## src/rtl/turbo_encoder.sv

```systemverilog
// Rate-1/3 parallel-concatenated turbo encoder: two g=(7,5) RSC encoders, the second fed
// through an additive interleaver pi(i) = i*P mod K, with trellis termination of both RSCs.
module turbo_encoder #(
   parameter int K = 40,
   parameter int P = 13
) (
   input  logic clk,
   input  logic rst,
   input  logic in_bit,
   input  logic in_valid,
   output logic in_ready,
   output logic out_x,
   output logic out_p1,
   output logic out_p2,
   output logic out_valid,
   input  logic out_ready,
   output logic out_sop,
   output logic out_eop,
   output logic out_tail
);

   localparam int AW = $clog2(K);
   localparam int CW = $clog2(K + 4);

   localparam logic [AW:0]   P_W      = (AW + 1)'(P);
   localparam logic [AW:0]   K_W      = (AW + 1)'(K);
   localparam logic [AW-1:0] LAST_WR  = AW'(K - 1);
   localparam logic [CW-1:0] LAST_ENC = CW'(K - 1);
   localparam logic [CW-1:0] LAST_T1  = CW'(K + 1);
   localparam logic [CW-1:0] LAST_SYM = CW'(K + 3);

   typedef enum logic [1:0] {LOAD, ENC, TAIL1, TAIL2} state_t;

   state_t          state_q, state_d;
   logic [K-1:0]    buf_q, buf_d;
   logic [AW-1:0]   wr_cnt_q, wr_cnt_d;
   logic [AW-1:0]   pi_q, pi_d;
   logic [CW-1:0]   sym_cnt_q, sym_cnt_d;
   logic [1:0]      rsc1_q, rsc1_d;
   logic [1:0]      rsc2_q, rsc2_d;
   logic            x_q, x_d, p1_q, p1_d, p2_q, p2_d;
   logic            sop_q, sop_d, eop_q, eop_d, tail_q, tail_d, valid_q, valid_d;

   logic            load_en;
   logic            u1, u2;
   logic [2:0]      r1, r2;
   logic [AW:0]     pi_sum, pi_wrap;

   // One trellis step of the (7,5) RSC; state is {s1,s2}, result is {parity, next s1, next s2}.
   function automatic logic [2:0] rsc_step(input logic u, input logic [1:0] s);
      logic a;
      a = u ^ s[1] ^ s[0];
      return {a ^ s[0], a, s[1]};
   endfunction

   assign in_ready  = (state_q == LOAD);
   assign load_en   = !valid_q || out_ready;

   assign out_x     = x_q;
   assign out_p1    = p1_q;
   assign out_p2    = p2_q;
   assign out_sop   = sop_q;
   assign out_eop   = eop_q;
   assign out_tail  = tail_q;
   assign out_valid = valid_q;

   always_comb begin
      state_d   = state_q;
      buf_d     = buf_q;
      wr_cnt_d  = wr_cnt_q;
      pi_d      = pi_q;
      sym_cnt_d = sym_cnt_q;
      rsc1_d    = rsc1_q;
      rsc2_d    = rsc2_q;
      x_d       = x_q;
      p1_d      = p1_q;
      p2_d      = p2_q;
      sop_d     = sop_q;
      eop_d     = eop_q;
      tail_d    = tail_q;
      valid_d   = valid_q;
      u1        = 1'b0;
      u2        = 1'b0;
      r1        = 3'b000;
      r2        = 3'b000;
      // Interleaver address advances by P modulo K without a divider.
      pi_sum    = {1'b0, pi_q} + P_W;
      pi_wrap   = (pi_sum >= K_W) ? (pi_sum - K_W) : pi_sum;

      case (state_q)
         LOAD: begin
            if (load_en) valid_d = 1'b0;
            if (in_valid) begin
               buf_d[wr_cnt_q] = in_bit;
               if (wr_cnt_q == LAST_WR) begin
                  wr_cnt_d = '0;
                  state_d  = ENC;
               end else begin
                  wr_cnt_d = wr_cnt_q + 1'b1;
               end
            end
         end
         ENC: begin
            if (load_en) begin
               u1        = buf_q[sym_cnt_q[AW-1:0]];
               u2        = buf_q[pi_q];
               r1        = rsc_step(u1, rsc1_q);
               r2        = rsc_step(u2, rsc2_q);
               rsc1_d    = r1[1:0];
               rsc2_d    = r2[1:0];
               x_d       = u1;
               p1_d      = r1[2];
               p2_d      = r2[2];
               sop_d     = (sym_cnt_q == '0);
               eop_d     = 1'b0;
               tail_d    = 1'b0;
               valid_d   = 1'b1;
               pi_d      = pi_wrap[AW-1:0];
               sym_cnt_d = sym_cnt_q + 1'b1;
               if (sym_cnt_q == LAST_ENC) state_d = TAIL1;
            end
         end
         TAIL1: begin
            if (load_en) begin
               // Feeding back s1^s2 zeroes the recursion input, flushing the register in two steps.
               u1        = rsc1_q[1] ^ rsc1_q[0];
               r1        = rsc_step(u1, rsc1_q);
               rsc1_d    = r1[1:0];
               x_d       = u1;
               p1_d      = r1[2];
               p2_d      = 1'b0;
               sop_d     = 1'b0;
               eop_d     = 1'b0;
               tail_d    = 1'b1;
               valid_d   = 1'b1;
               sym_cnt_d = sym_cnt_q + 1'b1;
               if (sym_cnt_q == LAST_T1) state_d = TAIL2;
            end
         end
         TAIL2: begin
            if (load_en) begin
               u2        = rsc2_q[1] ^ rsc2_q[0];
               r2        = rsc_step(u2, rsc2_q);
               rsc2_d    = r2[1:0];
               x_d       = u2;
               p1_d      = 1'b0;
               p2_d      = r2[2];
               sop_d     = 1'b0;
               eop_d     = (sym_cnt_q == LAST_SYM);
               tail_d    = 1'b1;
               valid_d   = 1'b1;
               sym_cnt_d = sym_cnt_q + 1'b1;
               if (sym_cnt_q == LAST_SYM) begin
                  state_d   = LOAD;
                  sym_cnt_d = '0;
                  pi_d      = '0;
                  rsc1_d    = 2'b00;
                  rsc2_d    = 2'b00;
               end
            end
         end
         default: state_d = LOAD;
      endcase
   end

   always_ff @(posedge clk) begin
      if (!rst) begin
         state_q   <= LOAD;
         wr_cnt_q  <= '0;
         pi_q      <= '0;
         sym_cnt_q <= '0;
         rsc1_q    <= 2'b00;
         rsc2_q    <= 2'b00;
         x_q       <= 1'b0;
         p1_q      <= 1'b0;
         p2_q      <= 1'b0;
         sop_q     <= 1'b0;
         eop_q     <= 1'b0;
         tail_q    <= 1'b0;
         valid_q   <= 1'b0;
      end else begin
         state_q   <= state_d;
         wr_cnt_q  <= wr_cnt_d;
         pi_q      <= pi_d;
         sym_cnt_q <= sym_cnt_d;
         rsc1_q    <= rsc1_d;
         rsc2_q    <= rsc2_d;
         x_q       <= x_d;
         p1_q      <= p1_d;
         p2_q      <= p2_d;
         sop_q     <= sop_d;
         eop_q     <= eop_d;
         tail_q    <= tail_d;
         valid_q   <= valid_d;
      end
   end

   // Frame buffer holds data only; a reset leaves it stale and the next frame overwrites it.
   always_ff @(posedge clk) begin
      buf_q <= buf_d;
   end

endmodule

```

## config.mk

```make
export PLATFORM = sky130hd
export DESIGN_NAME = turbo_encoder
export DESIGN_NICKNAME = d
export VERILOG_FILES = /design/src/rtl/turbo_encoder.sv
export SDC_FILE = /design/constraint.sdc
export NUM_CORES = 1
export LEC_CHECK = 0
export BUFFER_PORTS_ARGS = -buffer_cell sky130_fd_sc_hd__buf_2
export CELL_PAD_IN_SITES_DETAIL_PLACEMENT = 0
export CELL_PAD_IN_SITES_GLOBAL_PLACEMENT = 2
export CORE_MARGIN = 1.5
export CORE_UTILIZATION = 44
export DETAILED_ROUTE_END_ITERATION = 8
export HOLD_SLACK_MARGIN = 0.12
export PLACE_DENSITY = 0.83
export SYNTH_ARGS = -nofsm -noshare
export SYNTH_HDL_FRONTEND = slang
export SYNTH_SLANG_ARGS = --single-unit
```

## constraint.sdc

```tcl
create_clock -name clk -period 4.3 [get_ports clk]
set_input_delay 0.215 -clock clk [delete_from_list [all_inputs] [get_ports clk]]
set_output_delay 0.215 -clock clk [all_outputs]
set_load 0.02 [all_outputs]
```

==> results.sh <==
export IMPL_syn_avg_cell_area_um2=10.0
export IMPL_synth_top_family_by_area="simple AND/OR/NAND/NOR gates"
export IMPL_crit_type="flop to flop"
export IMPL_end_kind="flop"
export IMPL_slew_viol_final=0
export IMPL_post_place_cells=509
export IMPL_ir_drop_mv=0.145
export IMPL_synth_cells=411
export IMPL_synth_area_mux_share_pct=11.9
export IMPL_synth_top_cell_area_share_pct=29.2
export IMPL_multiInputGateArea_um2=2140
export IMPL_power_density_nw_per_um2=303
export IMPL_synth_edf_count=40
export IMPL_drt_first_pass_iters=6
export IMPL_synth_adder_area_share_pct=3.35
export IMPL_yosysMostFrequentCell="nor2_1"
export IMPL_synth_seq_cells=71
export IMPL_nets=425
export IMPL_ys_types=52
export IMPL_antenna_left=0
export IMPL_worstReg2RegStart="sym_cnt_q[1]$_SDFFE_PN0P_"
export IMPL_crit_required_ps=4580
export IMPL_ctsLongestPathBuffers=2
export IMPL_start_util_pct=44.9
export IMPL_synth_commonest_cells="nor2_1, edfxtp_1, nand2_1"
export IMPL_cts_sinks=71
export IMPL_seq_area_frac_synth_pct=44.3
export IMPL_gp_congestion=0.830
export IMPL_fp_dieArea_um2=9940
export IMPL_fin_cells=525
export IMPL_postCtsSetupRepairBufs=0
export IMPL_wl_per_cell_um=16.8
export IMPL_cp_common_cell="o211ai_2"
export IMPL_whs_ps=184
export IMPL_synth_async_sr_flop_share_pct=0
export IMPL_leakagePower_nw=1.49
export IMPL_period_share_pct=64.4
export IMPL_ys_flop_type="edfxtp_1"
export IMPL_synth_xor_area_share_pct=3.41
export IMPL_track_usage_pct=19.2
export IMPL_holdBufCountCts=0
export IMPL_crit_buf_inv=0
export IMPL_timing_final_ws_setup_ps=1530
export IMPL_cts_inserted_buffers=9
export IMPL_grt_pass1_wl_mm=14.8
export IMPL_min_period_ps=2770
export IMPL_register_area_um2=1820
export IMPL_antenna_found_initial=0
export IMPL_reg2reg_to="rsc1_q[1]$_SDFFE_PN0P_"
export IMPL_htreeDepth=3
export IMPL_synthTopCellsByArea="edfxtp_1, dfxtp_1, nor2_1, mux4_2, ha_1"
export IMPL_r2r_cells=7
export IMPL_port_buffer_count=12
export IMPL_overflow=0
export IMPL_tightest_slew_ps=918
export IMPL_rows=35
export IMPL_dieHeight_um=99.7
export IMPL_drc=0
export IMPL_startpoint="sym_cnt_q[1]$_SDFFE_PN0P_"
export IMPL_yosys_area_top_type="edfxtp_1"
export IMPL_cts_resized=0
export IMPL_synth_compound_area_share_pct=12.8
export IMPL_vias_per_cell=5.55
export IMPL_crit_family="flip-flops"
export IMPL_rsz0062_at_grt="no"
export IMPL_clk_pin_slew_ps=80
export IMPL_die_x_um=99.7
export IMPL_max_cap_violations=0
export IMPL_synth_nets=427
export IMPL_fillers=869
export IMPL_path_depth=7
export IMPL_area_growth_pct=7.42
export IMPL_tritoncts="yes"
export IMPL_max_slew_margin_pct=38.7
export IMPL_yosys_area_share_simple_pct=20.6
export IMPL_ctsRootBufferMaster="clkbuf_8"
export IMPL_crit_chain="mux4_2 -> o211ai_2 -> o41ai_2 -> o31ai_4 -> a21boi_2 -> or4b_4 -> o211ai_2"
export IMPL_ys_warn_count=0
export IMPL_cpPeakStageDelay_ps=800
export IMPL_drt_iter0_markers=128
export IMPL_io_pins=13
export IMPL_antenna_cells=0
export IMPL_fmax_mhz=361
export IMPL_crit_slowest_cell="dfxtp_1"
export IMPL_regToRegSetupSlack_ps=1530
export IMPL_setup_violations=0
export IMPL_clock_latency_ps=350
export IMPL_worstSetupStartpointType="flop"
export IMPL_cp_max_fo=17
export IMPL_dr_total_vias=2912
export IMPL_crit_end="rsc1_q[1]$_SDFFE_PN0P_"
export IMPL_fp_coreArea_um2=9150
export IMPL_grt_max_degree=41
export IMPL_hold_viol=0
export IMPL_outcome="completed"
export IMPL_arrival_ps=3050
export IMPL_wl_mm=8.81
export IMPL_post_route_cells_drive_above_1_share_pct=13.0
export IMPL_syn_cell_area_um2=4110
export IMPL_place_hpwl_mm=6.43
export IMPL_grt_pass1_vias=2785
export IMPL_hold_class="primary input to flop"
export IMPL_post_place_ws_ps=1550
export IMPL_fin_setup_tns_ps=0
export IMPL_fin_worst_skew_ps=11.3
worst reg2reg max path, stage by stage (launching register included):
cell	delay (ps)
dfxtp_1	800
mux4_2	640
o211ai_2	180
o41ai_2	120
o31ai_4	300
a21boi_2	90
or4b_4	510
o211ai_2	70
placed cells by master (no fill, tap or decap), drive strengths merged, types with 3 or more instances in the layout:
| master | synthesis | layout |
|---|---|---|
| nor3 | 7 | 7 |
| nand2 | 32 | 32 |
| edfxtp | 40 | 40 |
| nor2 | 69 | 69 |
| ha | 11 | 11 |
| dfxtp | 31 | 31 |
| a22oi | 6 | 6 |
| nand2b | 9 | 9 |
| nand3b | 3 | 3 |
| o211ai | 5 | 5 |
| buf | 8 | 12 |
| mux2 | 6 | 6 |
| and2 | 6 | 6 |
| xnor2 | 7 | 7 |
| clkbuf | 17 | 11 |
| mux2i | 7 | 7 |
| nor2b | 15 | 15 |
| nor3b | 3 | 3 |
| o21ai | 19 | 19 |
| a211oi | 4 | 4 |
| a21o | 3 | 3 |
| inv | 11 | 13 |
| a21oi | 11 | 11 |
| nand4 | 3 | 3 |
| mux4 | 15 | 15 |
| xor2 | 9 | 9 |
| a21boi | 7 | 7 |
| nand3 | 17 | 17 |
| or3 | 5 | 5 |
cell families after synthesis:
| group | count (synthesis) |
|---|---|
| mux | 28 |
| xor+xnor | 16 |
| simple gates | 177 |
| fa+ha+maj | 11 |
| flops | 71 |
| buf+inv | 36 |
| compound gates | 72 |
cell type report:
cell class,instances,area share [%]
Sequential cell,71,41.2
Clock inverter,5,1.39
Inverter,11,0.935
Multi-Input combinational cell,304,48.5
Timing Repair Buffer,12,1.36
Clock buffer,11,3.46
Tap cell,111,3.14
registers in the layout, summed over array words and instances (netlist names):
| signal | cells |
|---|---|
| buf_q | 40 |
| out_eop | 1 |
| out_p1 | 1 |
| out_p2 | 1 |
| out_sop | 1 |
| out_tail | 1 |
| out_valid | 1 |
| out_x | 1 |
| pi_q | 6 |
| rsc1_q | 2 |
| rsc2_q | 2 |
| state_q | 2 |
| sym_cnt_q | 6 |
| wr_cnt_q | 6 |
power breakdown:
group | switching [mW] | internal (mW) | total, mW
clock | 0.267 | 0.307 | 0.574
combinational | 0.0276 | 0.0147 | 0.0423
sequential | 0.00406 | 0.719 | 0.723
total | 0.298 | 1.04 | 1.34
worst min path at each step:
stage / startpoint / to / slack [ps] / cells past startpoint
floorplan: in_bit / buf_q[0]$_DFFE_PP_ / 310 / 0
global placement: out_eop$_SDFFE_PN0P_ / out_eop$_SDFFE_PN0P_ / 510 / 2
detailed placement: out_eop$_SDFFE_PN0P_ / out_eop$_SDFFE_PN0P_ / 530 / 2
CTS: in_valid / wr_cnt_q[1]$_SDFFE_PN0P_ / 170 / 3
global route: in_valid / wr_cnt_q[1]$_SDFFE_PN0P_ / 180 / 3
finish: in_valid / wr_cnt_q[1]$_SDFFE_PN0P_ / 180 / 3
metal layers:
layer / up-vias / track usage (%) / routed length (µm)
li1: 1479 / - / -
met1: 1389 / 27.0 / 4280
met2: 33 / 30.3 / 4210
met3: 11 / 3.58 / 199
met4: 0 / 5.85 / 116
met5: - / 0 / 0
metrics by stage:
stage	util (%)	instance area [µm²]	power (mW)
6_report	48.3	4420	1.34
2_1_floorplan	-	4110	0.766
4_1_cts	48.3	4420	1.35
5_1_grt	48.3	4420	1.39
3_5_place_dp	45.9	4200	0.782
3_3_place_gp	45.9	4200	0.781
No activity file was read; power rests on OpenSTA's default activity.
